$ cat src/rtl/collatz_pkg.sv
// Shared types and widths for the Collatz batch engine: FSM states, datapath widths
// and the single-step Collatz function used by the iteration datapath.
package collatz_pkg;

    typedef enum logic [2:0] {
        IDLE,
        LOAD,
        STEP,
        WRITE,
        DONE
    } state_t;

    localparam int N_W = 32;
    localparam int COUNT_W = 16;
    localparam logic [COUNT_W-1:0] COUNT_MAX = 16'hFFFF;

    // 3n+1 wraps modulo 2^N_W; overflow is deliberately not flagged.
    function automatic logic [N_W-1:0] collatz_next(input logic [N_W-1:0] n);
        return n[0] ? (n + (n << 1) + N_W'(1)) : (n >> 1);
    endfunction

endpackage

$ cat src/rtl/collatz_batch_engine_if.sv
// Control/result bus between the lab1 control logic (master) and the batch engine (slave).
interface collatz_batch_engine_if;
    import collatz_pkg::*;

    logic               go;
    logic [N_W-1:0]     start;
    logic               done;
    logic [COUNT_W-1:0] count;

    modport master (
        output go,
        output start,
        input  done,
        input  count
    );

    modport slave (
        input  go,
        input  start,
        output done,
        output count
    );

endinterface

$ cat src/rtl/collatz_iter.sv
// Holds n and the term counter for one start value; loads on 'load', then steps once per
// clock until the sequence reaches 1 or the counter saturates.
module collatz_iter
    import collatz_pkg::*;
(
    input  logic               clk,
    input  logic               reset,
    input  logic               load,
    input  logic [N_W-1:0]     n_in,
    output logic               busy,
    output logic [COUNT_W-1:0] cnt_out
);

    logic [N_W-1:0]     n;
    logic [N_W-1:0]     n_next;
    logic [COUNT_W-1:0] cnt_next;
    logic               active;
    logic               last;

    // busy drops during the step that produces the final term, so the sequencer
    // can move to WRITE on the same edge without an idle cycle.
    always_comb begin
        n_next   = collatz_next(n);
        cnt_next = (cnt_out == COUNT_MAX) ? COUNT_MAX : cnt_out + 1'b1;
        last     = (n_next == N_W'(1)) || (cnt_next == COUNT_MAX);
        busy     = active & ~last;
    end

    always_ff @(posedge clk) begin
        if (reset) begin
            n       <= '0;
            cnt_out <= '0;
            active  <= 1'b0;
        end else if (load) begin
            n       <= n_in;
            cnt_out <= (n_in == '0) ? '0 : COUNT_W'(1);
            active  <= (n_in > N_W'(1));
        end else if (active) begin
            n       <= n_next;
            cnt_out <= cnt_next;
            active  <= ~last;
        end
    end

endmodule

$ cat src/rtl/collatz_batch_engine.sv
// Computes Collatz term counts for RAM_WORDS consecutive start values into block RAM,
// then serves them through a registered read port while done is high.
module collatz_batch_engine
    import collatz_pkg::*;
#(
    parameter int RAM_WORDS     = 256,
    parameter int RAM_ADDR_BITS = 8
) (
    input  logic                  clk,
    input  logic                  reset,
    collatz_batch_engine_if.slave bus
);

    localparam logic [RAM_ADDR_BITS-1:0] LAST_IDX = RAM_ADDR_BITS'(RAM_WORDS - 1);

    state_t                   state;
    logic [N_W-1:0]           base;
    logic [RAM_ADDR_BITS-1:0] idx;
    logic [N_W-1:0]           n_start;
    logic                     load;
    logic                     iter_busy;
    logic [COUNT_W-1:0]       iter_cnt;
    logic [COUNT_W-1:0]       ram [RAM_WORDS];

    assign n_start = base + N_W'(idx);
    assign load    = (state == LOAD);

    collatz_iter u_iter (
        .clk     (clk),
        .reset   (reset),
        .load    (load),
        .n_in    (n_start),
        .busy    (iter_busy),
        .cnt_out (iter_cnt)
    );

    // Start values 0 and 1 need no iteration, so LOAD skips STEP for them.
    always_ff @(posedge clk) begin
        if (reset) begin
            state    <= IDLE;
            base     <= '0;
            idx      <= '0;
            bus.done <= 1'b0;
        end else begin
            case (state)
                IDLE, DONE: begin
                    if (bus.go) begin
                        base     <= bus.start;
                        idx      <= '0;
                        bus.done <= 1'b0;
                        state    <= LOAD;
                    end
                end
                LOAD: state <= (n_start > N_W'(1)) ? STEP : WRITE;
                STEP: begin
                    if (!iter_busy) state <= WRITE;
                end
                WRITE: begin
                    if (idx == LAST_IDX) begin
                        state    <= DONE;
                        bus.done <= 1'b1;
                    end else begin
                        idx   <= idx + 1'b1;
                        state <= LOAD;
                    end
                end
                default: state <= IDLE;
            endcase
        end
    end

    always_ff @(posedge clk) begin
        if (state == WRITE) ram[idx] <= iter_cnt;
    end

    // Read register with synchronous reset; holds its value outside DONE.
    always_ff @(posedge clk) begin
        if (reset) begin
            bus.count <= '0;
        end else if (state == DONE) begin
            bus.count <= ram[bus.start[RAM_ADDR_BITS-1:0]];
        end
    end

endmodule

$ cat src/flat_wrapper.sv
// flat-port wrapper written by rule: the top's interface ports become plain ports
module collatz_batch_engine_flat import collatz_pkg::*;
#(
    parameter int RAM_WORDS     = 256,
    parameter int RAM_ADDR_BITS = 8
)
  (clk, reset, bus_go, bus_start, bus_done, bus_count);
  collatz_batch_engine_if bus_i ();
  input  logic clk;
  input  logic reset;
  input wire logic [$bits(bus_i.go)-1:0] bus_go;
  input wire logic [$bits(bus_i.start)-1:0] bus_start;
  output wire logic [$bits(bus_i.done)-1:0] bus_done;
  output wire logic [$bits(bus_i.count)-1:0] bus_count;
  assign bus_i.go = bus_go;
  assign bus_i.start = bus_start;
  assign bus_done = bus_i.done;
  assign bus_count = bus_i.count;
  collatz_batch_engine #(.RAM_WORDS(RAM_WORDS), .RAM_ADDR_BITS(RAM_ADDR_BITS)) u_core (.clk(clk), .reset(reset), .bus(bus_i));
endmodule
$ cat config.mk
export PLATFORM = sky130hd
export DESIGN_NAME = collatz_batch_engine_flat
export DESIGN_NICKNAME = d
export VERILOG_FILES = /design/src/rtl/collatz_pkg.sv /design/src/rtl/collatz_batch_engine_if.sv /design/src/rtl/collatz_iter.sv /design/src/rtl/collatz_batch_engine.sv /design/src/flat_wrapper.sv
export SDC_FILE = /design/constraint.sdc
export NUM_CORES = 2
export LEC_CHECK = 0
export BUFFER_PORTS_ARGS = -buffer_cell sky130_fd_sc_hd__buf_4
export CORE_MARGIN = 4
export CORE_UTILIZATION = 35
export CTS_CLUSTER_SIZE = 16
export DETAILED_ROUTE_END_ITERATION = 10
export PLACE_DENSITY_LB_ADDON = 0.2
export SETUP_SLACK_MARGIN = 0.2
export SYNTH_ARGS = -nofsm -noshare
export SYNTH_HDL_FRONTEND = slang
export SYNTH_HIERARCHICAL = 1
export SYNTH_SLANG_ARGS = --single-unit
$ cat constraint.sdc
create_clock -name clk -period 15.2 [get_ports clk]
set_input_delay 3.04 -clock clk [delete_from_list [all_inputs] [get_ports clk]]
set_output_delay 3.04 -clock clk [all_outputs]
set_load 0.01 [all_outputs]
---- Yosys cells after proc, flatten, opt, wreduce, memory -nomap -nowiden ----
Memories as Yosys holds them, arrays and structs flattened. A register that Yosys moved wholly into a read port is not among the register bits.
Index checks and enable logic that the tools add are counted.
W data, S select, Z words.
operators by class
  $add $sub $neg .......................... 5
  order comparisons ....................... 1
  eq/ne operators ......................... 12
  mux-type cells .......................... 22
  bitwise gates (word level) .............. 2
  reductions and logical operators ........ 10
operator list
  kind                     number
  $mux W32                 3
  $mux W16                 3
  $add A32 B1 Y32 const B  1
  $add A32 B32 Y32         1
  $add A32 B8 Y32          1
  $eq A16 B16 Y1 const B   2
  $eq A32 B1 Y1 const B    1
  $gt A32 B1 Y1 const B    1
  $logic_not A32 Y1        1
  $add A16 B1 Y16 const B  1
  $mux W8                  2
  $pmux W8 S2              1
  $pmux W3 S4              1
  $mux W3                  3
  $add A8 B1 Y8 const B    1
  $eq A8 B8 Y1 const B     1
  $mux W1                  8
  $eq A3 B2 Y1 const B     2
  $ne A2 B2 Y1 const B     3
  $reduce_and A3 Y1        2
  $reduce_and A2 Y1        2
  $reduce_bool A2 Y1       2
  $eq A3 B1 Y1 const B     1
  $eq A3 B3 Y1 const B     1
  other kinds (7)          7
word-level totals
  flip-flop bits (word level) ............. 93
  RAM bits ................................ 4096
  bits of input ports ..................... 35
  output and inout port bits .............. 17
  logic and storage cells ................. 60
  memories ................................ 1
memory list
  memory      depth  width  rd ports  clocked after Yosys merged registers in  write ports  line                        source
  u_core.ram  256    16     1         1                                        1            collatz_batch_engine.sv:23  logic [COUNT_W-1:0] ram [RAM_WORDS];

---- Logic depth before layout (Yosys ltp) ----
  depth after elaboration ................. 9
  mapped depth ............................ 22
  gate-level depth less buffers ........... 20

---- Modules after synthesis ----
The synthesis kept the hierarchy.
by module, submodules not included
  module                instances  cells an instance  area an instance (µm²)  sequential area each (µm²)
  collatz_batch_engine  1          6912               159997.2                124199.1
  collatz_iter          1          634                4697.0                  980.9

---- Worst setup path after synthesis ----
OpenSTA, ideal clock, no wires.
  path type ............................... register to register
  from .................................... register u_core.u_iter.cnt_out[0]
  to ...................................... register u_core.state[0]
  setup time .............................. 0.084 ns
  data arrival time ....................... 7.934 ns
  data required time ...................... 15.116 ns
  path slack .............................. 7.181 ns
  stages on the path, launching flop included .. 19
  buffers on the path ..................... 2
  period minus slack after synthesis ...... 8.019 ns
  path through ............................ dfxtp_1 ha_1 and3_1 and3_1 clkbuf_1 and3_1 buf_2 nand4_1 o31a_2 o31ai_1 a21oi_1 nor2b_1 o21bai_1 a21oi_1 o211ai_1 or4_1 or4b_1 or4_1 o31ai_2
on the way
  cells in the longest elaborated chain, start to end .. 8
  elaborated cells between the ends (all ways) .. 9
  those cells by class .................... add/sub (1); eq/ne (3); mux (1); bitwise (2); reduce/logical (2)
RTL lines
  element                                            line                        source
  start: declaration                                 collatz_iter.sv:11          output logic [COUNT_W-1:0] cnt_out
  start signal: assignment                           collatz_iter.sv:36          cnt_out <= (n_in == '0) ? '0 : COUNT_W'(1);
  start signal: assignment                           collatz_iter.sv:40          cnt_out <= cnt_next;
  $add A16 B1 Y16 or $eq A16 B16 Y1 (tied branches)  collatz_iter.sv:24          cnt_next = (cnt_out == COUNT_MAX) ? COUNT_MAX : cnt_out + 1'b1;
  $mux W16 *                                         collatz_iter.sv:24
  $eq A16 B16 Y1 *                                   collatz_iter.sv:25          last = (n_next == N_W'(1)) || (cnt_next == COUNT_MAX);
  $logic_or A1 B1 Y1 *                               collatz_iter.sv:25
  $not A1 Y1 *                                       collatz_iter.sv:26          busy = active & ~last;
  $and A1 B1 Y1 *                                    collatz_iter.sv:26
  via u_core.iter_busy                               collatz_batch_engine.sv:21  logic iter_busy;
  $ne A2 B2 Y1 (no source line) *                    -
  $reduce_and A2 Y1 (no source line) *               -
  end signal: assignment                             collatz_batch_engine.sv:54  LOAD: state <= (n_start > N_W'(1)) ? STEP : WRITE;
  end: declaration                                   collatz_batch_engine.sv:16  state_t state;
The timed path passes the listed nets; every way through them passes the cells marked *.
A chain may end at the register's enable or synchronous reset.

==> metrics.yaml <==
cts.path.max_buffers: 4
die_area_sq_um: 482000
syn_nets: 7628
drv_slew: 0
root_buffer: "clkbuf_16"
cts_tree: "yes"
crit_path_start_kind: "input pin"
grt_max_degree: 201
maxCapViolCount: 0
area_delta_synth_final_pct: 14.4
post_cts_buffers: 0
drc: 0
cp-end-kind: "flop"
cp_max_fo: 94
drt-initial-drc-count: 9655
fin_util: 0.403
final_common_cell: "edfxtp_1"
ctsResizeCount: 0
clk_pin_slew_worst_paths_ns: 0.06
hold_slack_ns: 0.465
max_freq_mhz: 135
dp_hpwl_um: 270000
start_util: 0.352
status: "finished clean"
min_path_type: "flop to flop"
via_per_inst: 5.53
nets: 8066
gp_congestion: 0.832
critPathRequiredTime_ns: 16.05
p_per_area_nw_per_um2: 133
period_needed_ns: 7.42
die_y_um: 694
cp_data_arrival_time_ns: 8.27
peakVddDrop_uv: 99.1
hold_viol_final: 0
core_region_area_sq_um: 468000
tightest_slew_ns: 1.45
synth_edf_count: 4096
finalSetupViolCount: 0
h-tree-depth: 5
timing.final.crit_share: 0.488
grt_pass1_vias: 81000
p_leak_uw: 0.0585
synth-seq-cells: 4205
io_buffers: 51
drive_gt1_frac: 0.294
ioPinCount: 52
cts_buffers: 433
fin_skew_ns: 0.0643
antenna_found_initial: 25
multiInputGateArea_sq_um: 37800
routedWlPerCell_um: 31.7
dr.pass1.iters: 5
drt.antenna.violating_nets: 0
overflow: 0
rsz0062_at_grt: "no"
rows: 251
grt_pass1_wl_um: 643000
yosys_warnings: 6
clkLatencyLatePin_ns: 1.00
postCtsHoldBufs: 0
timing_worst_setup_path_type: "input pin to flop"
yosysUniqueCellTypes: 86
clock_sinks: 4205
async_flop_share: 0
netlist_area_sq_um: 165000
vias: 80400
layout.area.seq_sq_um: 125000
fillers: 41100
syn_avg_cell_area_sq_um: 21.8
yosysSeqAreaShare: 0.760
die_w_um: 694
synth_flop_cell: "edfxtp_1"
layout_common_cells: "4096 x edfxtp_1, 1201 x mux4_2, 436 x clkbuf_16"
wl_um: 461000
tns_ns: 0
slew_headroom: 0.0319
grt_usage: 0.188
synthCells: 7546
==> power by group <==
| group | switching [uW] | internal [uW] |
|---|---|---|
| registers | 111 | 12800 |
| clock network | 4490 | 5990 |
| logic | 1040 | 588 |
==> final timing paths <==
kind / from / to / slack, ns / cells after the start
worst max-delay path: bus_start[1] / u_core/bus.count[7]$_SDFFE_PP0N_ / 7.78 / 10
worst min register to register: u_core/base[5]$_SDFFE_PP0P_ / u_core/base[5]$_SDFFE_PP0P_ / 0.46 / 2
worst min-delay path: u_core/base[5]$_SDFFE_PP0P_ / u_core/base[5]$_SDFFE_PP0P_ / 0.46 / 2
worst max register to register: u_core/u_iter/n[0]$_SDFFE_PP0P_ / u_core/state[0]$_SDFFE_PP0P_ / 8.80 / 20
==> layer usage <==
metal / wire length [um] / vias up / GRT usage
met4: 12900 / 8 / 0.0510
met1: 194000 / 44100 / 0.262
met3: 32900 / 646 / 0.0365
li1: - / 32700 / -
met5: 325 / - / 0.00420
met2: 220000 / 2895 / 0.301
==> final cells by class <==
cell class,count,share of cell area
Sequential cell,4205,0.665
Antenna cell,3,0.0000399
Clock buffer,522,0.0599
Timing Repair Buffer,436,0.0186
Clock inverter,277,0.0142
Multi-Input combinational cell,2887,0.201
Inverter,21,0.000419
Tap cell,6198,0.0412
==> critical path: stages <==
cell and delay (ns):
buf_8 0.63, buf_4 0.70, buf_4 0.70, buf_4 0.83, mux4_2 0.42, mux4_2 0.47, a22oi_1 0.59, nand2_1 0.22
nand2_1 0.25, nand3b_1 0.11
==> synth_stat cells (51+ instances only) <==
library cell	number	area [sq um]
buf_2	107	536
nand2_1	201	754
nor2_1	377	1420
o21ai_0	51	255
nor2b_1	78	488
a21oi_1	184	921
a211oi_1	103	773
dfxtp_1	109	2180
buf_4	54	405
nor3_1	54	270
mux2i_1	126	1260
clkbuf_1	212	796
mux4_2	1201	27000
edfxtp_1	4096	123000
==> state kept, by name, indices dropped and copies added, names as in the netlist <==
register	flops
u_core/ram	4096
u_core/base	32
u_core/u_iter/n	32
u_core/bus.count	16
u_core/u_iter/cnt_out	16
u_core/idx	8
u_core/state	3
u_core/bus.done	1
u_core/u_iter/active	1
==> metrics by stage <==
| step | instances | setup slack, ns | power, uW | cell area (sq um) |
|---|---|---|---|---|
| 2_1_floorplan | 7546 | 7.18 | 14200 | 165000 |
| 3_3_place_gp | 13700 | 6.79 | 14700 | 174000 |
| 4_1_cts | 14500 | 7.90 | 25300 | 188000 |
| 5_1_grt | 14500 | 7.44 | 25900 | 188000 |
| 3_5_place_dp | 13700 | 6.85 | 14800 | 174000 |
| 6_report | 14500 | 7.78 | 25000 | 188000 |
==> cell families after synthesis <==
family                     share of synthesized area
xor gates and xnor gates                     0.00319
muxes                                          0.172
AOI/OAI and AO/OA                             0.0215
DFF                                            0.760
adders and majority gates                    0.00366
and+or+nand+nor                               0.0257
buffers and inverters                         0.0135
Note: power is estimated with default switching activity, not from simulation.
